==> config.mk <==
export PLATFORM = sky130hd
export DESIGN_NAME = pic_priority_arbiter
export DESIGN_NICKNAME = d
export VERILOG_FILES = /design/src/rtl/pic_pkg.sv /design/src/rtl/pic_priority_encoder.sv /design/src/rtl/pic_priority_arbiter.sv
export SDC_FILE = /design/constraint.sdc
export NUM_CORES = 1
export LEC_CHECK = 0
export BUFFER_PORTS_ARGS = -buffer_cell sky130_fd_sc_hd__buf_2
export CAP_MARGIN = 20
export CELL_PAD_IN_SITES_DETAIL_PLACEMENT = 0
export CELL_PAD_IN_SITES_GLOBAL_PLACEMENT = 2
export CORE_MARGIN = 5
export CORE_UTILIZATION = 35
export CTS_BUF_LIST = sky130_fd_sc_hd__clkbuf_4 sky130_fd_sc_hd__clkbuf_8 sky130_fd_sc_hd__clkbuf_16
export CTS_CLUSTER_SIZE = 14
export DETAILED_ROUTE_END_ITERATION = 10
export PLACE_DENSITY_LB_ADDON = 0.1
export SLEW_MARGIN = 20
export SYNTH_ARGS = -nofsm -noshare
export SYNTH_HDL_FRONTEND = slang
export SYNTH_SLANG_ARGS = --single-unit
==> constraint.sdc <==
create_clock -name clk -period 9.3 [get_ports clk]
set_clock_uncertainty 0.15 [all_clocks]
set_input_delay 0.93 -clock clk [delete_from_list [all_inputs] [get_ports clk]]
set_output_delay 0.93 -clock clk [all_outputs]
set_load 0.01 [all_outputs]
==> src/rtl/pic_pkg.sv <==
// pic_pkg: shared types, constants and rotate/encode helpers for the
// 8259A-compatible priority arbiter and its priority encoder.
package pic_pkg;

  localparam int LEVEL_W = 3;
  localparam logic [LEVEL_W-1:0] SPURIOUS_LEVEL = 3'd7;

  typedef enum logic [1:0] {
    IDLE = 2'd0,
    REQ  = 2'd1,
    ACK  = 2'd2
  } state_t;

  // Rotate an 8-bit vector right by 0..7 positions.
  function automatic logic [7:0] rotate_right8(input logic [7:0] value,
                                               input logic [LEVEL_W-1:0] amount);
    logic [15:0] doubled;
    doubled = {value, value} >> amount;
    return doubled[7:0];
  endfunction

  // Rotate an 8-bit vector left by 0..7 positions.
  function automatic logic [7:0] rotate_left8(input logic [7:0] value,
                                              input logic [LEVEL_W-1:0] amount);
    logic [15:0] doubled;
    doubled = {value, value} << amount;
    return doubled[15:8];
  endfunction

  // Encode a one-hot (or zero) vector into a bit index; zero encodes as 0.
  function automatic logic [LEVEL_W-1:0] onehot_to_index(input logic [7:0] onehot);
    logic [LEVEL_W-1:0] index;
    index = '0;
    for (int i = 0; i < 8; i++) begin
      if (onehot[i]) index = index | LEVEL_W'(i);
    end
    return index;
  endfunction

endpackage

==> src/rtl/pic_priority_encoder.sv <==
// pic_priority_encoder: finds the highest-priority set bit of an 8-bit vector
// under rotating priority, where lowest_pri+1 is highest and lowest_pri is
// lowest (mod 8). Returns found, the level index and its one-hot form.
module pic_priority_encoder
  import pic_pkg::*;
(
  input  logic [7:0]         vec,
  input  logic [LEVEL_W-1:0] lowest_pri,
  output logic               found,
  output logic [LEVEL_W-1:0] level,
  output logic [7:0]         onehot
);

  logic [LEVEL_W-1:0] top_level;
  logic [7:0]         rotated;
  logic [7:0]         rot_onehot;

  // Rotate so the highest-priority level lands on bit 0, isolate the lowest
  // set bit there, then rotate back into absolute level positions.
  assign top_level  = lowest_pri + LEVEL_W'(1);
  assign rotated    = rotate_right8(vec, top_level);
  assign rot_onehot = rotated & (~rotated + 8'd1);
  assign onehot     = rotate_left8(rot_onehot, top_level);
  assign found      = |vec;
  assign level      = onehot_to_index(onehot);

endmodule

==> src/rtl/pic_priority_arbiter.sv <==
// pic_priority_arbiter: priority resolver and in-service manager of an
// 8259A-compatible PIC. Arbitrates IRR against IMR/ISR for the INT line,
// sequences the two-pulse INTA and poll, owns ISR and the rotating priority
// pointer, and executes OCW2 EOI / rotate / set-priority commands.
// Optional feature macro: PIC_SPECIAL_FULLY_NESTED_EN adds the
// special_fully_nested input (same-level re-interrupt for cascaded slaves).
module pic_priority_arbiter
  import pic_pkg::*;
#(
  parameter int                  NUM_IR           = 8,
  parameter logic [LEVEL_W-1:0]  LOWEST_PRI_RESET = 3'd7
) (
  input  logic               clk,
  input  logic               reset,
  input  logic [NUM_IR-1:0]  irr,
  input  logic [NUM_IR-1:0]  imr,
  input  logic               special_mask_mode,
  input  logic               auto_eoi,
  input  logic               auto_rotate,
  input  logic               ack1,
  input  logic               ack2,
  input  logic               poll,
  input  logic               eoi_nonspecific,
  input  logic               eoi_specific,
  input  logic               set_priority,
  input  logic               rotate,
  input  logic [LEVEL_W-1:0] cmd_level,
`ifdef PIC_SPECIAL_FULLY_NESTED_EN
  input  logic               special_fully_nested,
`endif
  output logic               int_req,
  output logic [LEVEL_W-1:0] ack_level,
  output logic               ack_valid,
  output logic [NUM_IR-1:0]  clear_irr,
  output logic [NUM_IR-1:0]  isr,
  output logic [NUM_IR-1:0]  highest_in_service
);

  state_t             state;
  state_t             state_next;
  logic [LEVEL_W-1:0] lowest_pri;
  logic [LEVEL_W-1:0] lowest_pri_next;
  logic [LEVEL_W-1:0] ack_level_next;
  logic               ack_valid_next;
  logic [NUM_IR-1:0]  isr_next;
  logic [NUM_IR-1:0]  set_mask;
  logic [NUM_IR-1:0]  clr_mask;

  logic [NUM_IR-1:0]  candidates;
  logic [NUM_IR-1:0]  allowed_rot;
  logic [NUM_IR-1:0]  allowed;
  logic [NUM_IR-1:0]  eligible;
  logic [LEVEL_W-1:0] isr_rank;
  logic               same_level_ok;

  logic               isr_found;
  logic [LEVEL_W-1:0] isr_level;
  logic               win_found;
  logic [LEVEL_W-1:0] win_level;
  logic [NUM_IR-1:0]  win_onehot;

  logic               take;
  logic               aeoi_done;

`ifdef PIC_SPECIAL_FULLY_NESTED_EN
  assign same_level_ok = special_fully_nested;
`else
  assign same_level_ok = 1'b0;
`endif

  // Highest in-service level; its one-hot form is the highest_in_service output.
  pic_priority_encoder u_isr_enc (
    .vec        (isr),
    .lowest_pri (lowest_pri),
    .found      (isr_found),
    .level      (isr_level),
    .onehot     (highest_in_service)
  );

  // Levels that may interrupt: in normal mode only those ranked above the
  // highest in-service level (rank 0 = highest priority); in special mask
  // mode any level not itself in service.
  assign candidates  = irr & ~imr;
  assign isr_rank    = isr_level - (lowest_pri + LEVEL_W'(1));
  assign allowed_rot = !isr_found    ? 8'hFF :
                       same_level_ok ? ((8'd2 << isr_rank) - 8'd1) :
                                       ((8'd1 << isr_rank) - 8'd1);
  assign allowed     = rotate_left8(allowed_rot, lowest_pri + LEVEL_W'(1));
  assign eligible    = special_mask_mode ? (candidates & ~isr)
                                         : (candidates & allowed);

  pic_priority_encoder u_cand_enc (
    .vec        (eligible),
    .lowest_pri (lowest_pri),
    .found      (win_found),
    .level      (win_level),
    .onehot     (win_onehot)
  );

  // Next-state logic of the acknowledge sequencer.
  // NOTE: every signal written here gets a default first so no latch is inferred.
  always_comb begin
    state_next = state;
    take       = 1'b0;
    aeoi_done  = 1'b0;
    case (state)
      IDLE, REQ: begin
        if (ack1 || poll) begin
          take       = 1'b1;
          state_next = ack1 ? ACK : IDLE;
        end else begin
          state_next = win_found ? REQ : IDLE;
        end
      end
      ACK: begin
        if (ack2) begin
          state_next = IDLE;
          aeoi_done  = auto_eoi && ack_valid;
        end
      end
      default: state_next = IDLE;
    endcase
  end

  // Next values of ISR, the priority pointer and the acknowledge latch.
  always_comb begin
    set_mask = (take && win_found) ? win_onehot : '0;

    clr_mask = '0;
    if (eoi_nonspecific) clr_mask = clr_mask | highest_in_service;
    if (eoi_specific)    clr_mask = clr_mask | (8'd1 << cmd_level);
    if (aeoi_done)       clr_mask = clr_mask | (8'd1 << ack_level);

    // A set in the same cycle as a clear of the same bit wins.
    isr_next = (isr & ~clr_mask) | set_mask;

    lowest_pri_next = lowest_pri;
    if (set_priority) begin
      lowest_pri_next = cmd_level;
    end else if (eoi_specific && rotate) begin
      lowest_pri_next = cmd_level;
    end else if (eoi_nonspecific && rotate && isr_found) begin
      lowest_pri_next = isr_level;
    end else if (aeoi_done && auto_rotate) begin
      lowest_pri_next = ack_level;
    end

    ack_level_next = ack_level;
    ack_valid_next = ack_valid;
    if (take) begin
      ack_level_next = win_found ? win_level : SPURIOUS_LEVEL;
      ack_valid_next = win_found;
    end
  end

  // Sequencer state register.
  // NOTE: sequential state uses non-blocking assignments so all flops update together.
  always_ff @(posedge clk or posedge reset) begin
    if (reset) state <= IDLE;
    else       state <= state_next;
  end

  // Registered datapath and outputs.
  always_ff @(posedge clk or posedge reset) begin
    if (reset) begin
      lowest_pri <= LOWEST_PRI_RESET;
      isr        <= '0;
      clear_irr  <= '0;
      int_req    <= 1'b0;
      ack_level  <= '0;
      ack_valid  <= 1'b0;
    end else begin
      lowest_pri <= lowest_pri_next;
      isr        <= isr_next;
      clear_irr  <= set_mask;
      int_req    <= (state_next == REQ);
      ack_level  <= ack_level_next;
      ack_valid  <= ack_valid_next;
    end
  end

endmodule

# After elaboration in Yosys (flattened, before gate mapping)
# Cells that the tools add are included.
word_totals:
  regBits: 26
  latch_bits: 0
  ramBits: 0
  rom_bits: 0
  in_bits: 31
  out_inout_bits: 29
  elab_cells: 83
  mem_count: 0
op_classes:
  n_addsub: 5
  multipliers: 0
  div: 0
  order_cmp: 0
  n_eq_ne: 3
  shifts: 8
  n_mux: 34
  bitwise: 14
  reduce_logical: 12
ops:
  columns: ["cell", "n"]
  rows:
  - ["8-bit bitwise AND", 6]
  - ["8-bit two-way mux", 6]
  - ["16-bit by 3-bit << shifter with 16-bit output", 3]
  - ["8-bit NOT", 5]
  - ["3-bit two-way mux", 13]
  - ["16-bit by 3-bit >> shifter with 8-bit output", 2]
  - ["8-bit OR", 3]
  - ["1-bit by 3-bit << shifter with 8-bit output (first input constant)", 3]
  - ["8-bit by 1-bit adder with 8-bit output (second input constant)", 2]
  - ["8-bit OR reduction", 2]
  - ["2-bit two-way mux", 7]
  - ["8-bit by 1-bit subtractor with 8-bit output (second input constant)", 1]
  - ["1-bit two-way mux", 7]
  - ["1-bit logical AND", 6]
  - ["2-bit by 1-bit == test with 1-bit output (second input constant)", 2]
  - ["2-bit case mux with 2 select lines", 1]
  - ["4-bit nonzero test", 1]
  - ["3-bit by 1-bit adder with 3-bit output (second input constant)", 1]
  - ["3-bit subtractor", 1]
  - ["2-bit == test (second input constant)", 1]
  - ["2-bit zero test", 1]
  - ["2-bit OR reduction", 1]
  - ["1-bit logical OR", 1]

# Depth between registers and ports, before layout
# Gate-level depths: netlist of run 1.
logic_depth:
  word_depth: 33
  depth_mapped: 37
  mapped_depth_nobuf: 32

# By module
# Synthesis of run 1 repeated with hierarchy kept, for this count alone.
hier_totals:
  hier_cells: 475
  area_unflattened_um2: 3652.3
by_module_without_submodules:
  columns: ["mod", "n_inst", "cells_per_inst", "area_per_inst_um2", "seq_area_each_um2"]
  rows:
  - ["pic_priority_arbiter", 1, 251, 2043.2, 654.4]
  - ["pic_priority_encoder", 2, 112, 804.5, 0.0]

# Least setup slack after synthesis of run 1
# Ideal clock, no wire load.
synth_path:
  kind: "reg2reg"
  startpoint: "register lowest_pri[0]"
  endpoint: "register ack_level[2]"
  setup_ps: 66
  arrival_time_ps: 7749
  required_ps: 9084
  setup_slack_ps: 1335
  path_stages_with_launch: 34
  path_buffers: 9
  period_less_slack_ps: 7965
  path_cell_list: "dfstp_2 ha_1 buf_2 buf_2 buf_2 buf_1 clkbuf_1 buf_1 buf_1 clkbuf_1 nor2_1 a21oi_1 nand2_1 nor3_1 ha_1 fa_1 clkbuf_1 nand2_1 mux2i_4 nor2_1 nand3_1 ha_1 xnor2_1 nor3_1 nor4b_1 a311o_1 o31a_1 o32ai_2 o211ai_1 and4b_1 o21ai_2 or4_1 mux2i_1 o32a_1"
synth_via:
  elab_chain_len: 30
  word_cells_on_any_way: 31
  cone_classes: "5 x add/sub; 6 x shift; 14 x mux; 5 x bitwise; 1 x reduce/logical"
synth_lines:
  columns: ["item", "line", "text"]
  rows:
  - ["from (decl)", "pic_priority_arbiter.sv:41", "logic [LEVEL_W-1:0] lowest_pri;"]
  - ["from (signal assigned)", "pic_priority_arbiter.sv:173", "lowest_pri <= lowest_pri_next;"]
  - ["3-bit by 1-bit adder with 3-bit output *", "pic_priority_encoder.sv:20, pic_priority_arbiter.sv:84, pic_priority_arbiter.sv:88", null]
  - ["16-bit by 3-bit >> shifter with 8-bit output", "pic_pkg.sv:18", "doubled = {value, value} >> amount;"]
  - ["8-bit NOT", "pic_priority_encoder.sv:22", "assign rot_onehot = rotated & (~rotated + 8'd1);"]
  - ["8-bit by 1-bit adder with 8-bit output", "pic_priority_encoder.sv:22", null]
  - ["8-bit bitwise AND", "pic_priority_encoder.sv:22", null]
  - ["16-bit by 3-bit << shifter with 16-bit output", "pic_pkg.sv:26", "doubled = {value, value} << amount;"]
  - ["1-bit two-way mux", "pic_pkg.sv:35", "if (onehot[i]) index = index | LEVEL_W'(i);"]
  - ["2-bit two-way mux (2 in series)", "pic_pkg.sv:35", null]
  - ["[... 10 more ...]", null, null]
  - ["8-bit two-way mux", "pic_priority_arbiter.sv:89", "assign eligible = special_mask_mode ? (candidates & ~isr)"]
  - ["16-bit by 3-bit >> shifter with 8-bit output", "pic_pkg.sv:18", null]
  - ["8-bit NOT", "pic_priority_encoder.sv:22", null]
  - ["8-bit by 1-bit adder with 8-bit output", "pic_priority_encoder.sv:22", null]
  - ["8-bit bitwise AND", "pic_priority_encoder.sv:22", null]
  - ["16-bit by 3-bit << shifter with 16-bit output", "pic_pkg.sv:26", null]
  - ["3-bit two-way mux (4 in series)", "pic_pkg.sv:35", null]
  - ["3-bit two-way mux *", "pic_priority_arbiter.sv:151", "ack_level_next = win_found ? win_level : SPURIOUS_LEVEL;"]
  - ["to (signal assigned)", "pic_priority_arbiter.sv:177", "ack_level <= ack_level_next;"]
  - ["to (decl)", "pic_priority_arbiter.sv:32", "output logic [LEVEL_W-1:0] ack_level,"]
# Mark *: on every way between the ends. The rest lies on a longest branch, timed or not.
# A chain may end at the register's enable or synchronous reset.

# Final worst setup path of run 1
# Ends and elaborated chain as after synthesis.

==> results of run 1 <==
[registers in the layout, summed over array words and instances (netlist names)]
signal / count
clear_irr: 8
int_req: 1
lowest_pri: 3
state: 2
ack_valid: 1
isr: 8
ack_level: 3
[routing by layer]
| metal | vias up | GRT usage [%] | wire [um] |
|---|---|---|---|
| li1 | 2701 | - | - |
| met1 | 2730 | 33.1 | 8880 |
| met2 | 296 | 39.0 | 9350 |
| met3 | 37 | 3.68 | 1460 |
| met4 | 0 | 5.32 | 529 |
| met5 | - | 0 | 0 |
[final timing paths]
check,end,depth (start not counted),from
worst min-delay path,ack_valid,2,ack_valid
min in group asynchronous,isr[6],2,reset
worst max register to register,ack_level[2],30,lowest_pri[0]
worst min register to register,ack_valid,2,ack_valid
max in group asynchronous,isr[3],2,reset
worst max-delay path,ack_level[2],30,lowest_pri[0]
[worst reg2reg max path, delay by kind of cell, from the launching register on]
kind / cells / cell delay (ns)
flops: 1 / 0.37
buf+inv: 5 / 1.16
compound gates: 7 / 1.74
simple gates: 12 / 2.91
fa+ha+maj: 3 / 1.19
mux: 2 / 0.84
xor+xnor: 1 / 0.26
[area by class of cell]
class | count | area (um^2)
fill | 1498 | 8440
multi-input combinational | 579 | 4100
sequential | 26 | 654
timing repair buffer | 73 | 400
tap | 180 | 225
clock buffer | 3 | 75.1
inverter | 19 | 71.3
clock inverter | 1 | 30.0
[placed cells by master, fill, tap and decap left out, types with 8 or more instances in the layout]
master and instances:
mux4_2 9, mux2_2 12, a31oi_1 13, nand2_1 72, a21oi_1 42, buf_2 59, o31ai_1 10, nor2_1 63
buf_4 14, or4_1 8, o21ai_0 27, a221oi_1 11, and2_1 14, nor3_1 40, a211oi_1 9, nand2b_1 11
mux2i_1 15, inv_1 18, nor4_1 8, nand3_1 23, o21a_1 9, dfrtp_1 23
[cells by family (layout without fill, tap and decap cells)]
kind of cell	Yosys count	count (layout)	share of synthesized area [%]
adder cells (fa/ha/maj)	4	4	1.14
AND/OR/NAND/NOR	305	305	32.7
XOR/XNOR	4	4	0.845
flip-flops	26	26	13.0
buffers and inverters	75	96	6.24
AO/OA/AOI/OAI	229	229	36.0
multiplexers	37	37	10.1
[per-stage QoR]
stage | hold WS, ns | cells | setup WS, ns | util (%)
final | 0.409 | 881 | 0.616 | 39.7
after global routing | 0.450 | 881 | 0.128 | 39.7
after CTS | 0.411 | 881 | 0.683 | 39.7
after detailed placement | 0.386 | 877 | 0.728 | 38.9
after global placement | 0.390 | 877 | 0.793 | 38.9
after floorplan | 0.412 | 680 | 1.33 | -
==> run_results.csv, run 1 <==
group,metric,value,unit
synthesis,yosysWarningCount,0,
floorplanning,dieArea,0.0169,mm^2
global_routing,grt_pass1_vias,5478,
floorplanning,design.core.area,0.0140,mm^2
sta,hold_violations,0,
hold_path,min_path_type,"flip-flop to flip-flop",
synthesis,synthFlopType,"dfrtp_1",
routing,routed_wl,20200,um
routing,drtAntennaViolNets,0,
clock_network,cts_sinks,26,
setup_path,critical_path.endpoint_type,"flip-flop",
synthesis,synth.top_cells.by_count,"nand2_1 (72), nor2_1 (63), a21oi_1 (42)",
global_routing,grt_overflow,0,
setup_path,crit_slowest_cell,"or4_1",
clock_network,post_cts_buffers,0,
clock_network,cts_buffers,3,
setup_path,worst_path_most_repeated_cell,"buf_4",
setup_path,slowest_delay,0.61,ns
synthesis,synth_edf_count,0,
final_layout,syn2layout_area_growth,10.2,%
routing,drt_iter0_drc,660,
floorplanning,start_util,36.0,%
floorplanning,dieWidth,130,um
clock_network,htreeDepth,1,
synthesis,yosysTopAreaCell,"dfrtp_1",
placed_design,portBuffers,59,
placed_design,hpwl,15100,um
global_routing,grt_first_pass_wirelength,31900,um
global_routing,grt_max_degree,51,
sta,rsz0062_at_grt,"no",
routing,detailedRoute.firstPassIterationCount,5,
floorplanning,row_count,43,
clock_network,postCtsResizedCells,0,
synthesis,synth_top_area_share,11.4,%
clock_network,root_buffer,"clkbuf_16",
sta,worst_slew_pin_slew,1.10,ns
sta,max_freq,0.115,GHz
placed_design,placed_cell_area,0.00545,mm^2
routing,wire_per_inst,23.0,um
clock_network,cts-hold-fix-buffers,0,
floorplanning,io_pins,60,
synthesis,synthTopCellsByArea,"dfrtp_1 (11%), nand2_1 (5.4%), nor2_1 (4.7%), a21oi_1 (4.2%), mux4_2 (4.0%)",
clock_network,clockBufferDepth,2,
setup_path,crit_type,"flip-flop to flip-flop",
setup_path,worstPathRequired,9.35,ns
routing,route.vias.total,5764,
synthesis,ys_types,99,
synthesis,synth.most_common_cell,"nand2_1",
floorplanning,dieHeight,130,um
status,status,"completed",
setup_path,arrival,8.74,ns
clock_network,tritoncts,"done",
setup_path,reg2reg_slack,0.62,ns
synthesis,async_flop_share,100,%
clock_network,clk_latency,0.26,ns
synthesis,syn_avg_cell_area,7.41,um^2
setup_path,path_max_fanout,50,
synthesis,synth-seq-cells,26,
sta,fin_crit,8.68,ns
routing,drcViolationCount,0,
sta,post-route-period-util,93.4,%
sta,maxSlewHeadroom,25.9,%
synthesis,yosysSeqAreaShare,13.0,%
global_routing,antenna_found_initial,0,
routing,vias_per_cell,6.54,
setup_path,cp_top_family,"simple AND/OR/NAND/NOR gates",
sta,finalSetupViolations,0,
clock_network,clk_pin_slew,0.07,ns
setup_path,crit_buf_inv,5,
synthesis,syn_inst,680,
synthesis,syn_area,0.00504,mm^2
synthesis,synth_fp_nets,715,
final_layout,num_antenna_cells,0,
sta,slew_violations,0,
sta,tns,0,ns
run,drv_cap,0,
global_routing,gr-usage-all-layers,23.8,%
setup_path,worstSetupStartpointType,"flip-flop",
final_layout,final_nets,737,
final_layout,final_cell_area,0.00555,mm^2
final_layout,drive_above_1_share,20.5,%
placed_design,place_congestion,0.912,
Power of run 1 is left out: the tool's default activity adds up to more than one toggle a clock period on the data nets, which glitch-free logic cannot reach.
==> run 2: changes to the inputs <==
--- a/config.mk
+++ b/config.mk
@@ -5,10 +5,12 @@
 export SDC_FILE = /design/constraint.sdc
 export NUM_CORES = 1
 export LEC_CHECK = 0
+export ABC_CLOCK_PERIOD_IN_PS = 9300
 export BUFFER_PORTS_ARGS = -buffer_cell sky130_fd_sc_hd__buf_2
 export CAP_MARGIN = 20
 export CELL_PAD_IN_SITES_DETAIL_PLACEMENT = 0
 export CELL_PAD_IN_SITES_GLOBAL_PLACEMENT = 2
+export CORE_ASPECT_RATIO = 0.9
 export CORE_MARGIN = 5
 export CORE_UTILIZATION = 35
 export CTS_BUF_LIST = sky130_fd_sc_hd__clkbuf_4 sky130_fd_sc_hd__clkbuf_8 sky130_fd_sc_hd__clkbuf_16
==> run 2 against run 1 <==
Net effect:
- fmax rose by 0.83%
- sequential share of layout area barely moved
- flip-flop and latch count did not move
- routed wire length barely moved
- die area barely moved
- cell area rose by 0.27%
- global-route usage fell by 0.12 points
- clock-buffer cell count did not move
==> run_results.csv, run 2 (synthesis results as in run 1) <==
group,metric,value,unit
status,status,"completed",
global_routing,antenna_found_initial,0,
sta,fin_crit,8.61,ns
final_layout,final_nets,735,
clock_network,clockBufferDepth,2,
sta,slew_violations,0,
routing,wl_met1,9240,um
global_routing,grt_pass1_vias,5374,
clock_network,tritoncts,"done",
floorplanning,design.core.area,0.0141,mm^2
hold_path,min_path_type,"flip-flop to flip-flop",
sta,hold_violations,0,
setup_path,worstSetupStartpointType,"flip-flop",
floorplanning,dieHeight,124,um
final_layout,final_cell_mix,"nand2_1 (72), nor2_1 (63), buf_2 (59)",
routing,drt_iter0_drc,579,
final_layout,final_common_cell,"nand2_1",
global_routing,grt_first_pass_wirelength,31400,um
routing,drcViolationCount,0,
routing,routed_wl,20200,um
placed_design,place_congestion,0.894,
sta,tns,0,ns
final_layout,drive_above_1_share,20.5,%
routing,wire_per_inst,22.7,um
setup_path,crit_slowest_cell,"or4_1",
clock_network,cts_sinks,26,
placed_design,portBuffers,59,
sta,maxSlewHeadroom,34.0,%
placed_design,hpwl,15100,um
setup_path,r2r_cells,28,
floorplanning,dieArea,0.0169,mm^2
routing,detailedRoute.firstPassIterationCount,5,
placed_design,dp_cells,888,
setup_path,arrival,8.67,ns
final_layout,syn2layout_area_growth,10.5,%
clock_network,root_buffer,"clkbuf_16",
clock_network,clk_latency,0.26,ns
routing,top_layer,"met4",
global_routing,grt_max_degree,59,
setup_path,crit_type,"flip-flop to flip-flop",
routing,drtAntennaViolNets,0,
routing,wl_met2,9170,um
final_layout,regArea,654,um^2
clock_network,clk_pin_slew,0.07,ns
global_routing,grt_overflow,0,
sta,finalSetupViolations,0,
clock_network,cts-hold-fix-buffers,0,
final_layout,multi_input_area,0.00411,mm^2
floorplanning,dieWidth,136,um
routing,wl_met3,1410,um
routing,vias_per_cell,6.56,
sta,post-route-period-util,92.6,%
floorplanning,row_count,41,
sta,rsz0062_at_grt,"no",
final_layout,reg_top3,"clear_irr x8, isr x8",
clock_network,htreeDepth,1,
floorplanning,start_util,35.8,%
sta,worst_slew_pin_slew,0.982,ns
setup_path,critical_path.endpoint_type,"flip-flop",
setup_path,path_max_fanout,58,
setup_path,worstPathRequired,9.35,ns
routing,route.vias.total,5850,
sta,max_freq,0.116,GHz
final_layout,fillers,1491,
setup_path,slowest_delay,0.63,ns
final_layout,finalNonFillerCells,892,
hold_path,holdPathStages,2,
floorplanning,io_pins,60,
run,drv_cap,0,
final_layout,num_antenna_cells,0,
global_routing,gr-usage-all-layers,23.6,%
clock_network,cts_buffers,3,
-- run 2: cell types whose count changed in the layout (fill, tap and decap cells not counted), sizes merged --
cell / previous run / this run
clkinv: 1 / 0
inv: 18 / 19
buf: 73 / 71
-- run 2: routing by layer --
layer	up-vias	GRT usage (%)
li1	2692	-
met5	-	0
met1	2868	33.6
met3	29	3.27
met4	0	4.85
met2	261	38.5
-- run 2: what timing repair did --
item                                    in CTS  in global routing
buffers inserted                             0                  0
endpoints found under the setup margin       0                  5
gates resized for setup                      0                  2
-- run 2: path summary, 6_finish.rpt --
path,startpoint,endpoint,slack (ns)
max in group asynchronous,reset,lowest_pri[2],8.07
min in group asynchronous,reset,isr[7],0.56
setup reg to reg,lowest_pri[0],ack_level[2],0.69
hold / removal,ack_valid,ack_valid,0.40
setup / recovery,lowest_pri[0],ack_level[2],0.69
hold reg to reg,ack_valid,ack_valid,0.40
-- run 2: worst max-delay path: cells and delay by family (launching register included) --
family	cells	cell delay, ns
AO/OA/AOI/OAI	9	2.15
XOR/XNOR	1	0.27
adder cells (fa/ha/maj)	3	1.10
buffers and inverters	3	0.83
flip-flops	1	0.56
multiplexers	3	1.04
AND/OR/NAND/NOR	9	2.43
-- run 2: cell type report --
type,instances,share of cell area [%]
multi-input combinational,579,73.7
tap,193,4.34
timing repair buffer,71,6.99
sequential,26,11.8
clock buffer,3,1.35
clock inverter,1,0.539
inverter,19,1.28
-- run 2: per-stage QoR --
step	utilization, %	setup slack (ns)	area [um^2]	hold slack (ns)
5_1_grt	39.6	0.0660	5570	0.463
3_5_place_dp	38.8	0.705	5450	0.391
3_3_place_gp	38.8	0.798	5450	0.381
4_1_cts	39.5	0.657	5550	0.412
2_1_floorplan	-	1.33	5040	0.412
6_report	39.6	0.688	5570	0.403
Power of run 2 is left out for the same reason.
==> run 3: changes to the inputs <==
--- a/config.mk
+++ b/config.mk
@@ -5,15 +5,16 @@
 export SDC_FILE = /design/constraint.sdc
 export NUM_CORES = 1
 export LEC_CHECK = 0
-export ABC_CLOCK_PERIOD_IN_PS = 9300
+export ABC_CLOCK_PERIOD_IN_PS = 7400
 export BUFFER_PORTS_ARGS = -buffer_cell sky130_fd_sc_hd__buf_2
 export CAP_MARGIN = 20
 export CELL_PAD_IN_SITES_DETAIL_PLACEMENT = 0
 export CELL_PAD_IN_SITES_GLOBAL_PLACEMENT = 2
 export CORE_ASPECT_RATIO = 0.9
 export CORE_MARGIN = 5
-export CORE_UTILIZATION = 35
+export CORE_UTILIZATION = 32
 export CTS_BUF_LIST = sky130_fd_sc_hd__clkbuf_4 sky130_fd_sc_hd__clkbuf_8 sky130_fd_sc_hd__clkbuf_16
+export CTS_CLUSTER_DIAMETER = 150
 export CTS_CLUSTER_SIZE = 14
 export DETAILED_ROUTE_END_ITERATION = 10
 export PLACE_DENSITY_LB_ADDON = 0.1
==> constraint.sdc (replaced) <==
create_clock -name clk -period 7.4 [get_ports clk]
set_clock_uncertainty 0.15 [all_clocks]
set_input_delay 0.74 -clock clk [delete_from_list [all_inputs] [get_ports clk]]
set_output_delay 0.74 -clock clk [all_outputs]
set_load 0.01 [all_outputs]
==> run 3 against run 2 <==
Net effect:
- die area up 8.6%
- sequential share of layout area down 1.2 points
- fmax up 21%
- global-route usage down 0.19 points
- utilization up 0.49 points
- hold slack worse by 0.028 ns
- register-to-register slack worse by 0.42 ns
- critical path depth up 3
- cell count up 7.1%
- routed wire length up 9.1%
- cell area up 11%
- first-iteration DRC count up 21%
- critical path type unchanged
- largest cell class unchanged
- highest routed layer unchanged
==> run_results.csv, run 3 (synthesis results as in run 1) <==
group,metric,value,unit
status,status,"completed",
routing,drcViolationCount,0,
setup_path,path_max_fanout,16,
sta,post-route-period-util,96.4,%
routing,vias_per_cell,6.34,
routing,detailedRoute.firstPassIterationCount,5,
setup_path,worstPathRequired,7.40,ns
clock_network,cts_buffers,3,
setup_path,crit_slowest_cell,"mux4_2",
global_routing,antenna_found_initial,0,
routing,wl_met2,10400,um
global_routing,grt_overflow,0,
final_layout,final_nets,789,
placed_design,portBuffers,59,
placed_design,hpwl,16900,um
final_layout,final_cell_area,0.00619,mm^2
routing,top_layer,"met4",
sta,finalSetupViolations,0,
placed_design,place_congestion,0.978,
clock_network,cts-hold-fix-buffers,0,
clock_network,clk_latency,0.26,ns
run,drv_cap,0,
global_routing,grt_pass1_vias,5891,
floorplanning,row_count,43,
routing,drtAntennaViolNets,0,
placed_design,dp_slack,-0.0489,ns
setup_path,crit_type,"flip-flop to flip-flop",
floorplanning,start_util,32.6,%
global_routing,grt_first_pass_wirelength,34300,um
floorplanning,io_pins,60,
final_layout,final_cell_mix,"nand2_1 (70), nor2_1 (62), buf_4 (62)",
routing,wl_met1,10100,um
sta,maxSlewHeadroom,37.6,%
hold_path,min_path_type,"input pin to asynchronous set/reset pin",
sta,hold_violations,0,
routing,wl_met3,1290,um
clock_network,tritoncts,"done",
floorplanning,dieHeight,129,um
clock_network,clockBufferDepth,2,
clock_network,htreeDepth,1,
routing,routed_wl,22100,um
sta,max_freq,0.140,GHz
setup_path,worst_path_most_repeated_cell,"buf_4",
global_routing,gr-usage-all-layers,23.5,%
clock_network,cts_sinks,26,
final_layout,drive_above_1_share,29.9,%
floorplanning,dieWidth,142,um
routing,route.vias.total,6057,
floorplanning,dieArea,0.0183,mm^2
final_layout,final_common_cell,"nand2_1",
sta,worst_slew_pin_slew,0.929,ns
sta,fin_crit,7.13,ns
setup_path,arrival,7.13,ns
routing,drt_iter0_drc,699,
placed_design,placed_cell_area,0.00582,mm^2
global_routing,grt_max_degree,45,
sta,slew_violations,0,
routing,wire_per_inst,23.1,um
final_layout,num_antenna_cells,0,
final_layout,syn2layout_area_growth,22.9,%
sta,setup_ws,0.270,ns
setup_path,critical_path.endpoint_type,"flip-flop",
clock_network,clk_pin_slew,0.06,ns
setup_path,worstSetupStartpointType,"flip-flop",
floorplanning,design.core.area,0.0154,mm^2
final_layout,reg_top3,"clear_irr x8, isr x8",
setup_path,slowest_delay,0.53,ns
clock_network,root_buffer,"clkbuf_16",
[run 3: cell type report]
cell class,instances,area (um^2)
Multi-Input combinational cell,579,4270
Tap cell,202,253
Clock buffer,4,88.8
Sequential cell,26,654
Timing Repair Buffer,125,850
Inverter,19,71.3
Fill cell,1587,9250
[run 3: path summary, 6_finish.rpt]
path	start	endpoint	slack, ns	cells past startpoint
max in group asynchronous	reset	clear_irr[3]	6.35	2
worst min register to register	ack_valid	ack_valid	0.40	2
worst max register to register	lowest_pri[0]	ack_level[2]	0.27	31
worst max-delay path	lowest_pri[0]	ack_level[2]	0.27	31
min in group clk	ack_valid	ack_valid	0.40	2
worst min-delay path	reset	isr[5]	0.37	2
[run 3: metal layers]
metal	vias to the layer above	GRT usage, %
met4	0	3.78
met3	18	2.29
met2	252	39.2
met5	-	0
met1	2985	33.5
li1	2802	-
[run 3: per-stage QoR]
stage / hold slack, ns / TNS (ns) / utilization [%] / std cells
finish: 0.374 / 0 / 40.1 / 955
global route: 0.439 / -0.0196 / 40.1 / 955
CTS: 0.416 / 0 / 38.8 / 950
detailed placement: 0.400 / -0.0844 / 37.7 / 944
global placement: 0.384 / 0 / 37.7 / 944
floorplan: 0.412 / 0 / - / 680
[run 3: worst max-delay path: cells and delay by family (launching register included)]
family / cells / cell delay [ns]
DFF: 1 / 0.40
AOI/OAI and AO/OA: 8 / 1.70
muxes: 2 / 0.65
and+or+nand+nor: 14 / 2.60
buffers and inverters: 4 / 0.67
adders and majority gates: 3 / 0.83
[run 3: timing repair]
item,4_1_cts,5_1_grt
gates resized for setup,10,26
setup buffers,1,4
pin swaps,1,13
setup endpoints to repair,10,21
cloned,1,1
Power of run 3 is left out for the same reason.
